File: config.mk
export PLATFORM = sky130hd
export DESIGN_NAME = imem_loader
export DESIGN_NICKNAME = d
export VERILOG_FILES = /design/src/rtl/imem_loader.sv
export SDC_FILE = /design/constraint.sdc
export NUM_CORES = 1
export LEC_CHECK = 0
export ABC_AREA = 0
export CORE_MARGIN = 2
export CORE_UTILIZATION = 55
export CTS_BUF_LIST = sky130_fd_sc_hd__clkbuf_4
export DETAILED_ROUTE_END_ITERATION = 8
export PLACE_DENSITY = 0.75
export SLEW_MARGIN = 20
export SYNTH_ARGS = -nofsm -noshare
export SYNTH_HDL_FRONTEND = slang
export SYNTH_SLANG_ARGS = --single-unit
File: constraint.sdc
create_clock -name clk -period 3.35 [get_ports clk]
set_clock_uncertainty 0.05 [all_clocks]
set_input_delay 1.005 -clock clk [delete_from_list [all_inputs] [get_ports clk]]
set_output_delay 1.005 -clock clk [all_outputs]
set_load 0.005 [all_outputs]
File: src/rtl/imem_loader.sv
// imem_loader: UART-driven loader for the CPU instruction memory.
// Frame: HEADER, CNT_HI, CNT_LO, N words (hi byte then lo byte), CHK.
// CHK is the XOR of both count bytes and every data byte. Words are written
// from address 0 upward, one single-cycle write per word.
//
// Ports:
//   clk      - single clock
//   reset    - synchronous, active-high
//   rx_data  - received byte, qualified by rx_valid
//   rx_valid - one-cycle strobe per byte (may be back-to-back)
//   wr_en    - one-cycle instruction-memory write strobe
//   wr_addr  - write address (holds its last value between writes)
//   wr_data  - write data {hi, lo} (holds its last value between writes)
//   loading  - high while a frame is being received; stalls the CPU
//   done     - one-cycle pulse on a frame with a correct checksum
//   err      - sticky error flag, cleared by the next accepted header
module imem_loader #(
  parameter int unsigned ADDR_W         = 12,
  parameter logic [7:0]  HEADER         = 8'hA5,
  parameter int unsigned TIMEOUT_CYCLES = 50000
) (
  input  logic              clk,
  input  logic              reset,
  input  logic [7:0]        rx_data,
  input  logic              rx_valid,
  output logic              wr_en,
  output logic [ADDR_W-1:0] wr_addr,
  output logic [15:0]       wr_data,
  output logic              loading,
  output logic              done,
  output logic              err
);

  // One extra bit when ADDR_W=16 so the count can hold 2^ADDR_W.
  localparam int unsigned      CNT_W     = (ADDR_W >= 16) ? 17 : 16;
  localparam logic [CNT_W-1:0] CNT_ONE   = CNT_W'(1);
  localparam logic [CNT_W-1:0] MAX_WORDS = CNT_ONE << ADDR_W;

  typedef enum logic [2:0] {
    S_IDLE,
    S_CNT_H,
    S_CNT_L,
    S_D_HI,
    S_D_LO,
    S_CHK
  } state_t;

  state_t            state, state_nx;
  logic [CNT_W-1:0]  count, count_nx;
  logic [CNT_W-1:0]  word_cnt, word_cnt_nx;
  logic [ADDR_W-1:0] addr, addr_nx;
  logic [7:0]        hi_byte, hi_byte_nx;
  logic [7:0]        csum, csum_nx;
  logic [31:0]       idle_cnt, idle_cnt_nx;
  logic              wr_en_nx, loading_nx, done_nx, err_nx;
  logic [ADDR_W-1:0] wr_addr_nx;
  logic [15:0]       wr_data_nx;
  logic [CNT_W-1:0]  new_count;
  logic              timeout;

  always_ff @(posedge clk) begin
    if (reset) begin
      state    <= S_IDLE;
      count    <= '0;
      word_cnt <= '0;
      addr     <= '0;
      hi_byte  <= '0;
      csum     <= '0;
      idle_cnt <= '0;
      wr_en    <= 1'b0;
      wr_addr  <= '0;
      wr_data  <= '0;
      loading  <= 1'b0;
      done     <= 1'b0;
      err      <= 1'b0;
    end else begin
      state    <= state_nx;
      count    <= count_nx;
      word_cnt <= word_cnt_nx;
      addr     <= addr_nx;
      hi_byte  <= hi_byte_nx;
      csum     <= csum_nx;
      idle_cnt <= idle_cnt_nx;
      wr_en    <= wr_en_nx;
      wr_addr  <= wr_addr_nx;
      wr_data  <= wr_data_nx;
      loading  <= loading_nx;
      done     <= done_nx;
      err      <= err_nx;
    end
  end

  // A byte arriving on the cycle the idle count matches wins over the timeout.
  assign timeout = (TIMEOUT_CYCLES != 0) && (state != S_IDLE) && !rx_valid &&
                   (idle_cnt == TIMEOUT_CYCLES);

  assign new_count = CNT_W'({count[15:8], rx_data});

  always_comb begin
    state_nx    = state;
    count_nx    = count;
    word_cnt_nx = word_cnt;
    addr_nx     = addr;
    hi_byte_nx  = hi_byte;
    csum_nx     = csum;
    wr_en_nx    = 1'b0;
    wr_addr_nx  = wr_addr;
    wr_data_nx  = wr_data;
    loading_nx  = loading;
    done_nx     = 1'b0;
    err_nx      = err;

    // Saturating inter-byte counter, only meaningful inside a frame.
    if (rx_valid || state == S_IDLE) begin
      idle_cnt_nx = '0;
    end else if (idle_cnt != TIMEOUT_CYCLES) begin
      idle_cnt_nx = idle_cnt + 32'd1;
    end else begin
      idle_cnt_nx = idle_cnt;
    end

    if (timeout) begin
      state_nx   = S_IDLE;
      err_nx     = 1'b1;
      loading_nx = 1'b0;
    end else if (rx_valid) begin
      case (state)
        S_IDLE: begin
          if (rx_data == HEADER) begin
            state_nx    = S_CNT_H;
            loading_nx  = 1'b1;
            err_nx      = 1'b0;
            addr_nx     = '0;
            word_cnt_nx = '0;
            csum_nx     = '0;
          end
        end
        S_CNT_H: begin
          count_nx = CNT_W'({rx_data, 8'h00});
          csum_nx  = csum ^ rx_data;
          state_nx = S_CNT_L;
        end
        S_CNT_L: begin
          count_nx = new_count;
          csum_nx  = csum ^ rx_data;
          if (new_count == '0 || new_count > MAX_WORDS) begin
            err_nx     = 1'b1;
            loading_nx = 1'b0;
            state_nx   = S_IDLE;
          end else begin
            state_nx = S_D_HI;
          end
        end
        S_D_HI: begin
          hi_byte_nx = rx_data;
          csum_nx    = csum ^ rx_data;
          state_nx   = S_D_LO;
        end
        S_D_LO: begin
          wr_en_nx    = 1'b1;
          wr_addr_nx  = addr;
          wr_data_nx  = {hi_byte, rx_data};
          csum_nx     = csum ^ rx_data;
          addr_nx     = addr + ADDR_W'(1);
          word_cnt_nx = word_cnt + CNT_ONE;
          state_nx    = (word_cnt + CNT_ONE == count) ? S_CHK : S_D_HI;
        end
        S_CHK: begin
          if (rx_data == csum) begin
            done_nx = 1'b1;
          end else begin
            err_nx = 1'b1;
          end
          loading_nx = 1'b0;
          state_nx   = S_IDLE;
        end
        default: state_nx = S_IDLE;
      endcase
    end
  end

endmodule

# Yosys cells after proc, flatten, opt, wreduce, memory -nomap -nowiden
# Index checks and enable logic that the tools add are counted.
[op_classes] n_reduce_logical=28 order_cmp=1 n_mux=22 n_eq_ne=15 add_sub_neg=3 bitwise=5
[ops] op="16-bit case mux with 2 select lines" count=2
[ops] op="32-bit by 1-bit adder with 32-bit output (second input constant)" count=1
[ops] op="32-bit by 16-bit == test with 1-bit output (second input constant)" count=1
[ops] op="32-bit by 16-bit inequality test with 1-bit output (second input constant)" count=1
[ops] op="12-bit case mux with 2 select lines" count=1
[ops] op="16-bit by 1-bit adder with 16-bit output (second input constant)" count=1
[ops] op="16-bit == test" count=1
[ops] op="16-bit by 13-bit > comparator with 1-bit output (second input constant)" count=1
[ops] op="16-bit logical NOT" count=1
[ops] op="16-bit 2-to-1 mux" count=1
[ops] op="8-bit case mux with 2 select lines" count=1
[ops] op="4-bit AND reduction" count=4
[ops] op="3-bit case mux with 5 select lines" count=1
[ops] op="12-bit by 1-bit adder with 12-bit output (second input constant)" count=1
[ops] op="12-bit 2-to-1 mux" count=1
[ops] op="1-bit 2-to-1 mux" count=9
[ops] op="3-bit AND reduction" count=3
[ops] op="8-bit == test" count=1
[ops] op="8-bit == test (second input constant)" count=1
[ops] op="8-bit 2-to-1 mux" count=1
[ops] op="2-bit nonzero test" count=4
[ops] op="4-bit OR reduction" count=2
[ops] op="8-bit bitwise XOR" count=1
[ops] op="3-bit by 2-bit == test with 1-bit output (second input constant)" count=2
[ops] op="20 further kinds" count=31
[word_totals] out_inout_bits=32 inputBits=11 ff_bits=127 word_cells=88

# Logic depth before layout (Yosys ltp)
# Gate-level depths: netlist of the first run.
[logic_depth] word_depth=6 depth_mapped=9

# Least setup slack after synthesis of the first run
# No wires, ideal clock.
[synth_path] path_type="input -> register" start="in rx_data[1]" end="reg addr[11]" arrival_time_ps=2566 stages=8 path_buffers=1 setup_time_ps=128 slack_ps=607 required_ps=3172 cell_sequence="buf_2 -> nor4_1 -> and2_1 -> o211ai_1 -> nor3_1 -> nor3b_1 -> xnor2_1 -> nor2_1"
[synth_between] elab_chain_len=3
[synth_rtl] element="start: declaration" line_no="24" source="input logic [7:0] rx_data,"
[synth_rtl] element="8-bit == test" line_no="129" source="if (rx_data == HEADER) begin"
[synth_rtl] element="2-bit by 1-bit inequality test with 1-bit output (no source line)"
[synth_rtl] element="4-bit AND reduction (no source line)"
[synth_rtl] element="end signal: assignment" line_no="80" source="addr <= addr_nx;"
[synth_rtl] element="end: declaration" line_no="51" source="logic [ADDR_W-1:0] addr, addr_nx;"
# Every way passes these cells.
# A chain may end at the register's enable or synchronous reset.

# Worst setup path after layout of the first run
[layout_path] start="reg word_cnt[0]" end="reg state[1]"
[layout_between] elab_chain_len=4
[layout_rtl] element="start: declaration" line_no="50" source="logic [CNT_W-1:0] word_cnt, word_cnt_nx;"
[layout_rtl] element="start signal: assignment" line_no="79" source="word_cnt <= word_cnt_nx;"
[layout_rtl] element="16-bit by 1-bit adder with 16-bit output" line_no="166" source="state_nx = (word_cnt + CNT_ONE == count) ? S_CHK : S_D_HI;"
[layout_rtl] element="16-bit == test" line_no="166"
[layout_rtl] element="3-bit 2-to-1 mux" line_no="166"
[layout_rtl] element="3-bit case mux with 5 select lines" line_no="127" source="case (state)"
[layout_rtl] element="end signal: assignment" line_no="77" source="state <= state_nx;"
[layout_rtl] element="end: declaration" line_no="48" source="state_t state, state_nx;"
# Every way passes these cells.

==> results of run 1 <==
through the flow:
step | instances | hold WS [ps] | utilization (%) | area, µm²
floorplan | 746 | 382 | - | 5970
global placement | 901 | 393 | 61.1 | 6530
detailed placement | 901 | 396 | 61.1 | 6530
CTS | 932 | 410 | 63.2 | 6760
global route | 933 | 436 | 63.2 | 6770
finish | 933 | 409 | 63.2 | 6770
path summary, 6_finish.rpt:
| check | startpoint | end | slack, ps | depth (start not counted) |
|---|---|---|---|---|
| worst max-delay path | word_cnt[0] | state[1] | 690 | 8 |
| worst min-delay path | wr_addr[4] | wr_addr[4] | 410 | 2 |
| worst max register to register | word_cnt[0] | state[1] | 690 | 8 |
| worst min register to register | wr_addr[4] | wr_addr[4] | 410 | 2 |
flip-flops by register name, indices dropped and copies added (netlist names):
signal,flops
word_cnt,16
hi_byte,8
addr,12
wr_data,16
idle_cnt,32
loading,1
wr_addr,12
count,16
done,1
csum,8
err,1
state,3
wr_en,1
routing by layer:
layer	part of all wire [%]	wire (µm)	vias up	global-route usage, %
met3	5.8	813	17	6.57
met2	48	6770	159	41.6
li1	-	-	2655	-
met5	0	0	-	0
met1	44	6240	2568	32.4
met4	1.9	265	0	8.70
logic make-up (layout without fill, tap and decap cells):
kind of cell | count (synthesis) | in the layout
DFF | 127 | 127
buffers and inverters | 58 | 104
muxes | 2 | 2
and+or+nand+nor | 347 | 347
adders and majority gates | 4 | 4
xor gates and xnor gates | 66 | 66
AOI/OAI and AO/OA | 142 | 142
other | 0 | 1
layout make-up:
class	count	area, µm²
Inverter	7	26.3
Clock inverter	14	103
Multi-Input combinational cell	561	3180
Timing Repair Buffer	66	608
Antenna cell	1	2.50
Sequential cell	127	2540
Clock buffer	17	128
Tap cell	140	175
Fill cell	957	3930
cell usage after synthesis (2+ instances only):
cell type,number
dfxtp_1,127
nand2_1,116
nor2_1,84
a21oi_1,71
clkbuf_1,41
xor2_1,37
nand3_1,29
xnor2_1,29
o21ai_0,24
nand4_1,20
nor3_1,16
a22oi_1,13
nand3b_1,11
nor2b_1,11
nor4_1,11
and3_1,9
or3_1,8
inv_1,7
nand2b_1,6
a31oi_1,5
and4_1,5
buf_2,5
nor3b_1,5
and2_1,4
ha_1,4
a211oi_1,3
a21o_1,3
a311oi_1,3
nor4b_1,3
a2bb2oi_1,2
and3b_1,2
buf_1,2
buf_4,2
mux2i_1,2
o211a_1,2
o211ai_1,2
o22ai_1,2
power by group:
part           switching, mW  internal, mW
sequential          0.000214          1.51
combinational         0.0442        0.0254
clock                  0.561         0.347
worst max-delay path, stage by stage (launching register included):
cell and delay (ps):
dfxtp_1 500, ha_1 330, xnor2_1 170, xnor2_1 80, or4_1 520, a2111oi_2 350
nand4_1 210, a211oi_1 270, o22ai_1 90
==> run_results.csv, run 1 <==
group,metric,value,unit
outcome,outcome,"completed",
synthesis,synthAdderAreaFrac,0.839,%
worst_setup_path,critPathMaxFanout,7,
synthesis,synth_nets,761,
route,finalWirelength,14100,µm
finish,layout-drive-gt1-share,7.58,%
sta,setup_ws,692,ps
finish,layout_commonest_cell,"dfxtp_1",
global_route,grt_max_degree,84,
cts,cts_made_buffers,17,
finish,final_nets,795,
sta,rsz0062_at_grt,"no",
worst_setup_path,cp.required,3750,ps
synthesis,synth_edf_count,0,
die,fp.dieW,108,µm
cts,cts.repair.resized,0,
route,wl_per_cell,15.1,µm
cts,ctsHtreeMaxLevel,4,
sta,hold_violations,0,
cts,cts_tree,"done",
die,fp.dieH,108,µm
hold_path,worst_hold_path_type,"reg2reg",
synthesis,async_flop_share,0,%
power_and_ir_drop,power.total,2.49,mW
cts,cts_sinks,127,
die,placementRows,38,
cts,cts_hold_buf,0,
sta,fin_crit_sh,79.3,%
synthesis,synth_xor_area_share,9.69,%
global_route,grt_first_pass_wirelength,23400,µm
route,drt_pre_antenna_iters,6,
run,maxCapViolations,0,
global_route,antenna_found_initial,1,
synthesis,synth_cell_types,57,
synthesis,synth_warnings,0,
global_route,globalRouteOverflowTotal,0,
place,post-dp-hpwl,9870,µm
worst_setup_path,worst_setup_path_end_kind,"flop",
die,dieArea,11700,µm²
synthesis,synth_area,5970,µm²
sta,slew_headroom,56.8,%
synthesis,synth_compound_area_share,14.3,%
die,core,10700,µm²
global_route,grtUsageTotal,25.3,%
synthesis,synth_cells,746,
place,place_ws,129,ps
cts,clock_latency,550,ps
worst_setup_path,cp-start-kind,"flop",
global_route,grt_pass1_vias,4998,
cts,root_buffer,"clkbuf_4",
sta,layout_min_cycle_time,2660,ps
synthesis,synth.area.mux_share,0.336,%
sta,worstMarginPinSlew,642,ps
cts,clk_pin_slew_worst_paths,120,ps
sta,finalSetupViolCount,0,
synthesis,avgSynthCellArea,8.00,µm²
place,routabilityCongestion,0.854,
worst_setup_path,arrival,3060,ps
place,port-buffer-count,42,
synthesis,synth_top_area_share,42.6,%
synthesis,ys.flop_type,"dfxtp_1",
synthesis,synth_largest_area_cell,"dfxtp_1",
die,initial_core_util,55.8,%
finish,syn2layout_area_growth,13.4,%
synthesis,seq_area_frac_synth,42.6,%
sta,finalMaxSlewViolations,0,
synthesis,synthSimpleGateAreaFrac,28.1,%
synthesis,ys_seq_elements,127,
route,vias,5399,
die,io_pins,43,
cts,clockBufferDepth,2,
route,avgViaCountPerCell,5.79,
sta,setup_tns,0,ps
route,antenna_left,0,
synthesis,synth_area_leaders,"dfxtp_1 (43%), nand2_1 (7.3%), a21oi_1 (6.0%), xor2_1 (5.4%), nor2_1 (5.3%)",
power_and_ir_drop,powerDensity,367,nW/µm²
route,post-route-drc-count,0,
cts,post_cts_buffers,0,
worst_setup_path,worstSetupPathType,"reg2reg",
sta,fmax,376,MHz
power_and_ir_drop,p_leak,2.20,nW
route,drt_iter0_markers,468,
finish,layout_common_cells,"dfxtp_1 (127), nand2_1 (116), nor2_1 (84), a21oi_1 (71), clkdlybuf4s50_1 (41)",
power_and_ir_drop,vdd_drop_max,0.345,mV
synthesis,synth_top_family_by_area,"simple AND/OR/NAND/NOR gates",
Note: power is estimated with default switching activity, not from simulation.
==> run 2, diff against run 1 <==
- clock period: 3.35 -> 2.7 ns (I/O delays scaled with it)
==> run 2 against run 1 <==
Register-to-register slack worse by 500 ps. Clock power up 50%. Combinational power up 29%. Die area unchanged. Wire length up 2.7%. Global-route usage up 0.92 points. Count of clock-buffer cells in the layout up 3. Cell count up 1.2%. Via count up 0.35%. Critical path depth down 1. Design area up 2.3%. Critical path type unchanged. Largest power group unchanged.
==> run_results.csv, run 2 (synthesis gave the netlist of run 1 again) <==
group,metric,value,unit
outcome,outcome,"completed",
cts,cts_hold_buf,0,
finish,n_antenna_cell,0,
power_and_ir_drop,powerDensity,481,nW/µm²
die,initial_core_util,55.8,%
route,vias,5418,
worst_setup_path,critPathMaxFanout,9,
finish,final_nets,807,
sta,fin_crit_sh,93.1,%
sta,holdWs,410,ps
route,drt_iter0_markers,398,
global_route,grt_pass1_vias,5264,
worst_setup_path,worst_setup_path_end_kind,"flop",
global_route,grtUsageTotal,26.2,%
place,routabilityCongestion,0.883,
worst_setup_path,worstSetupPathType,"reg2reg",
hold_path,worst_hold_path_type,"reg2reg",
worst_setup_path,cp.required,3110,ps
place,post-dp-hpwl,10100,µm
finish,fillers,917,
finish,regMostFlops,"idle_cnt",
worst_setup_path,arrival,2920,ps
sta,fmax,398,MHz
run,maxCapViolations,0,
worst_setup_path,slowest_stage,"dfxtp_1",
place,port-buffer-count,42,
route,antenna_left,0,
finish,syn2layout_area_growth,16.0,%
sta,hold_violations,0,
die,io_pins,43,
die,placementRows,38,
global_route,antenna_found_initial,0,
worst_setup_path,cp_num_buf_inv,0,
cts,cts_made_buffers,17,
cts,cts_tree,"done",
die,core,10700,µm²
sta,layout_min_cycle_time,2510,ps
die,fp.dieH,108,µm
sta,finalSetupViolCount,0,
global_route,grt_first_pass_wirelength,24400,µm
worst_setup_path,critPathMaxStageDelay,500,ps
sta,finalMaxSlewViolations,0,
finish,layout-drive-gt1-share,9.45,%
die,fp.dieW,108,µm
route,finalWirelength,14500,µm
finish,layout_commonest_cell,"dfxtp_1",
cts,cts_sinks,127,
sta,setup_ws,188,ps
route,wl_per_cell,15.3,µm
cts,cts.repair.resized,0,
sta,slew_headroom,60.2,%
worst_setup_path,cp-start-kind,"flop",
cts,ctsHtreeMaxLevel,4,
cts,post_cts_buffers,0,
route,post-route-drc-count,0,
route,avgViaCountPerCell,5.74,
sta,rsz0062_at_grt,"no",
route,drt_pre_antenna_iters,6,
finish,largest_reg_flops,32,
sta,setup_tns,0,ps
power_and_ir_drop,p_leak,2.29,nW
cts,clk_pin_slew_worst_paths,110,ps
power_and_ir_drop,vdd_drop_max,0.384,mV
finish,layout_common_cells,"dfxtp_1 (125), nand2_1 (116), nor2_1 (84), a21oi_1 (71), clkdlybuf4s50_1 (41)",
global_route,grt_max_degree,40,
die,dieArea,11700,µm²
worst_setup_path,cpLargestDelayFamily,"simple AND/OR/NAND/NOR gates",
cts,root_buffer,"clkbuf_4",
global_route,globalRouteOverflowTotal,0,
worst_setup_path,crit_chain,"and4_4 > nand2_2 > or4_4 > a2111oi_2 > nand4_1 > a211oi_2 > o22ai_1",
sta,worstMarginPinSlew,596,ps
cts,clock_latency,560,ps
power_and_ir_drop,power.total,3.33,mW
cts,clockBufferDepth,2,
place,place_ws,-235,ps
==> run 2: path summary, 6_finish.rpt <==
kind / startpoint / end / slack (ps) / depth (start not counted)
max: word_cnt[2] / state[1] / 190 / 7
min: wr_addr[2] / wr_addr[2] / 410 / 2
max reg2reg: word_cnt[2] / state[1] / 190 / 7
min reg2reg: wr_addr[2] / wr_addr[2] / 410 / 2
==> run 2: power breakdown <==
part	total (mW)	internal, mW	leakage, nW	switching, mW
registers	1.87	1.87	1.02	0.000263
logic	0.0899	0.0331	1.11	0.0569
clock network	1.36	0.664	0.156	0.700
==> run 2: worst register-to-register path, cell delays in order (launching register included) <==
cell and delay [ps]:
dfxtp_1 500, and4_4 300, nand2_2 80, or4_4 500
a2111oi_2 370, nand4_1 250, a211oi_2 280, o22ai_1 90
==> run 2: metrics by stage <==
stage,cells,utilization [%],area [µm²]
floorplan,746,-,5970
global route,944,64.7,6920
detailed placement,913,61.9,6620
global placement,913,61.9,6620
finish,944,64.7,6920
CTS,944,64.6,6910
==> run 2: cell type report <==
type | instances | area, µm² | share of cell area, %
clock buffers | 20 | 150 | 2.17
clock inverters | 11 | 140 | 2.02
inverters | 7 | 26.3 | 0.380
multi-input cells | 561 | 3190 | 46.1
flip-flops and latches | 127 | 2540 | 36.8
well taps | 140 | 175 | 2.53
repair buffers | 78 | 698 | 10.1
==> run 2: per-layer routing <==
metal,global-route usage [%],up-vias,wire length (µm),share of wire [%]
met5,0,-,0,0
met1,33.0,2548,6350,44
met3,6.93,26,927,6.4
met4,10.5,0,242,1.7
li1,-,2681,-,-
met2,42.9,163,6940,48
==> run 3, diff against run 2 <==
- PLACE_DENSITY: 0.75 -> 0.76
==> run 3 against run 2 <==
Die area unchanged. Sequential share of layout area fell by 0.076 points. Via count is 0.28% lower. Design area increased by 0.11%. First-iteration DRC count is 6.5% higher. Sequential power hardly changed. Highest routed layer unchanged.
==> run_results.csv, run 3 (synthesis gave the netlist of run 1 again) <==
group,metric,value,unit
outcome,outcome,"completed",
worst_setup_path,slowest_stage,"or4_1",
finish,layout_common_cells,"dfxtp_1 (127), nand2_1 (116), nor2_1 (84), a21oi_1 (71), buf_4 (44)",
die,fp.dieW,108,µm
finish,regMostFlops,"idle_cnt",
worst_setup_path,cp.required,3090,ps
finish,layout-drive-gt1-share,10.1,%
route,drt_pre_antenna_iters,5,
finish,largest_reg_flops,32,
sta,slew_headroom,61.1,%
sta,setup_tns,0,ps
sta,fin_crit_sh,92.8,%
cts,cts_tree,"done",
sta,setup_ws,195,ps
sta,layout_min_cycle_time,2510,ps
route,post-route-drc-count,0,
power_and_ir_drop,vdd_drop_max,0.448,mV
cts,ctsHtreeMaxLevel,4,
global_route,antenna_found_initial,0,
global_route,grt_pass1_vias,5107,
sta,hold_violations,0,
finish,layout_commonest_cell,"dfxtp_1",
die,dieArea,11700,µm²
worst_setup_path,critPathMaxStageDelay,560,ps
hold_path,hold_path_depth,2,
place,post-dp-hpwl,10200,µm
worst_setup_path,reg2reg_depth,7,
route,antenna_left,0,
route,drt_iter0_markers,424,
worst_setup_path,critPathMaxFanout,5,
die,fp.dieH,108,µm
cts,clock_latency,560,ps
route,vias,5403,
cts,clockBufferDepth,2,
finish,syn2layout_area_growth,16.2,%
global_route,grtUsageTotal,25.8,%
finish,final_nets,817,
power_and_ir_drop,powerDensity,438,nW/µm²
sta,finalMaxSlewViolations,0,
route,wl_per_cell,15.1,µm
global_route,grt_first_pass_wirelength,24100,µm
die,io_pins,43,
cts,cts_made_buffers,17,
route,avgViaCountPerCell,5.66,
worst_setup_path,cp-start-kind,"flop",
hold_path,hold_end,"wr_addr[1]",
die,placementRows,38,
run,maxCapViolations,0,
worst_setup_path,r2r_setup_slack,190,ps
worst_setup_path,worst_setup_path_end_kind,"flop",
die,initial_core_util,55.8,%
sta,fmax,399,MHz
place,place_ws,-250,ps
die,core,10700,µm²
worst_setup_path,regToRegStartpoint,"word_cnt[1]",
hold_path,worst_hold_path_type,"reg2reg",
cts,clk_pin_slew_worst_paths,100,ps
sta,worstMarginPinSlew,583,ps
place,routabilityCongestion,0.877,
worst_setup_path,crit_chain,"ha_1 > xor2_1 > or4_1 > a2111oi_2 > nand4_1 > a211oi_1 > o22ai_1",
global_route,grt_max_degree,39,
worst_setup_path,r2r-end,"state[1]",
global_route,globalRouteOverflowTotal,0,
sta,finalSetupViolCount,0,
hold_path,hp-start,"wr_addr[1]",
worst_setup_path,worstSetupPathType,"reg2reg",
worst_setup_path,arrival,2900,ps
finish,n_antenna_cell,0,
place,port-buffer-count,42,
power_and_ir_drop,p_leak,2.33,nW
sta,rsz0062_at_grt,"no",
route,finalWirelength,14400,µm
cts,cts_sinks,127,
cts,root_buffer,"clkbuf_4",
[run 3: cell types whose count changed in the layout (fill, tap and decap cells not counted), sizes merged]
cell	before	now
clkinv	5	7
inv	9	7
clkinvlp	1	2
clkbuf	20	22
buf	37	47
bufinv	3	0
[run 3: what timing repair did]
action / in CTS / in global routing
hold buffers: 0 / 0
endpoints found under the setup margin: 0 / 1
gates resized for setup: 0 / 1
buffers inserted: 0 / 0
hold endpoints to repair: 0 / 0
[run 3: cell type report]
class	instances	area, µm²
Clock inverter	9	46.3
Multi-Input combinational cell	561	3190
Inverter	7	26.3
Clock buffer	22	165
Timing Repair Buffer	88	786
Tap cell	140	175
Fill cell	917	3770
Sequential cell	127	2540
[run 3: worst max-delay path by stage]
stage / startpoint / to / cells after the start
2_1_floorplan: rx_data[1] / addr[11] / 8
6_report: word_cnt[1] / state[1] / 7
4_1_cts: word_cnt[1] / state[1] / 7
3_3_place_gp: rx_data[3] / addr[10] / 9
5_1_grt: word_cnt[3] / state[1] / 7
3_5_place_dp: rx_data[3] / addr[10] / 9
[run 3: worst max-delay path, delay by kind of cell (launching register included)]
family          cells  cell delay [ps]
xor+xnor            1              150
fa+ha+maj           1              290
simple gates        2              780
flops               1              420
compound gates      3              720
[run 3: power breakdown]
| part | total (mW) | switching [mW] | leakage, nW | internal (mW) |
|---|---|---|---|---|
| registers | 1.87 | 0.000262 | 1.02 | 1.87 |
| logic | 0.0954 | 0.0586 | 1.18 | 0.0368 |
| clock network | 1.06 | 0.672 | 0.122 | 0.393 |
| total | 3.03 | 0.731 | 2.33 | 2.30 |
[run 3: per-layer routing]
metal	global-route usage, %	part of all wire (%)	routed length, µm	vias to the layer above
met5	0	0	0	-
met4	10.3	1.8	259	0
met3	7.72	6.5	939	27
met2	39.4	45	6530	169
met1	34.2	46	6690	2502
li1	-	-	-	2705
[run 3: per-stage QoR]
stage	hold WS, ps	utilization, %	std cells	total power [mW]	area (µm²)
global placement	390	62.7	923	2.01	6710
global route	433	64.8	954	3.15	6930
detailed placement	396	62.7	923	2.01	6710
floorplan	382	-	746	1.96	5970
finish	408	64.8	954	3.03	6930
CTS	411	64.7	954	3.06	6920
==> RTL change, RTL diff (settings of run 1) <==
`ADDR_W`: 12 -> 10.
--- a/src/rtl/imem_loader.sv
+++ b/src/rtl/imem_loader.sv
@@ -15,7 +15,7 @@
 //   done     - one-cycle pulse on a frame with a correct checksum
 //   err      - sticky error flag, cleared by the next accepted header
 module imem_loader #(
-  parameter int unsigned ADDR_W         = 12,
+  parameter int unsigned ADDR_W         = 10,
   parameter logic [7:0]  HEADER         = 8'hA5,
   parameter int unsigned TIMEOUT_CYCLES = 50000
 ) (
Interface: changed (resized wr_addr); port bits go from 43 to 41. No check against the original RTL was run, so the function may have changed too.
==> RTL change against run 1 <==
Routed wire length fell by 0.18%; synthesized area fell by 4.2%; power rose by 0.59%; sequential power fell by 3%; first-iteration DRC count fell by 32%; setup slack got worse by 74 ps; design area fell by 3.3%; sequential cell count fell by 4; count of clock-buffer cells in the layout rose by 3.
==> RTL change: results <==
metrics = {
    "route": {
        "via_per_inst": 5.71,
        "dr.pass1.iters": 8,
        "finalWirelength_mm": 14.1,
    },
    "cells_and_area": {
        "drive_gt1_frac": 0.0789,
        "fin_cells": 909,
        "fillers": 894,
        "area_growth_pct": 14.5,
        "diodes": 0,
        "nets": 776,
    },
    "grt": {
        "grt_pass1_vias": 4999,
        "grt_use_total": 0.262,
        "grt_use_met1": 0.320,
    },
    "sta": {
        "tightest_slew_ps": 836,
    },
    "synth": {
        "syn_inst": 722,
        "synth_nets": 737,
        "ys_seq_area_frac": 0.431,
    },
    "setup_path": {
        "crit_arrival_ps": 3140,
        "cpMaxStageDelayCell": "nor4_1",
    },
    "status": {
        "status": "finished, final reports clean",
    },
    "placed_design": {
        "gp_congestion": 0.908,
        "pre_cts_slack_ps": 136,
        "dp_hpwl_mm": 9.50,
    },
    "power_and_ir_drop": {
        "power_mw": 2.50,
        "powerClk_mw": 0.970,
        "p_seq_frac": 0.585,
        "p_sw_mw": 0.566,
    },
}
RTL change: cell count changes after synthesis, moves of 7 or more:
| cell | before | now |
|---|---|---|
| xnor2_1 | 29 | 36 |
| or3_1 | 8 | 15 |
| xor2_1 | 37 | 29 |
| o21ai_0 | 24 | 33 |
RTL change: final cells by class:
cell class / instances / share of cell area
clock inverters: 11 / 0.0159
multi-input cells: 549 / 0.468
repair buffers: 64 / 0.0879
clock buffers: 20 / 0.0229
flip-flops and latches: 123 / 0.376
well taps: 136 / 0.0260
inverters: 6 / 0.00344
RTL change: path summary, 6_finish.rpt:
check	from	to	slack, ps	cells past startpoint
hold reg to reg	hi_byte[3]$_SDFFE_PP0P_	wr_data[11]$_SDFFE_PP0P_	410	2
hold / removal	hi_byte[3]$_SDFFE_PP0P_	wr_data[11]$_SDFFE_PP0P_	410	2
setup / recovery	rx_data[1]	addr[9]$_SDFFE_PP0P_	620	7
setup reg to reg	word_cnt[0]$_SDFFE_PP0P_	state[2]$_SDFFE_PP0P_	640	8
RTL change: logic make-up after synthesis:
| logic type | Yosys count | synth area share |
|---|---|---|
| flip-flops | 123 | 0.431 |
| AND/OR/NAND/NOR | 335 | 0.283 |
| XOR/XNOR | 65 | 0.0996 |
| adder cells (fa/ha/maj) | 4 | 0.00876 |
| AO/OA/AOI/OAI | 143 | 0.141 |
| multiplexers | 2 | 0.00350 |
| buffers and inverters | 50 | 0.0339 |
RTL change: tightest hold or removal path, stage by stage (launching register included):
cell and delay, ps:
dfxtp_1 320, nand2_1 50, a21oi_1 50
RTL change: per-layer routing:
| layer | wire length (um) | up-vias |
|---|---|---|
| li1 | - | 2565 |
| met1 | 6060 | 2418 |
| met2 | 6640 | 175 |
| met3 | 1030 | 31 |
| met4 | 322 | 0 |
| met5 | 0 | - |
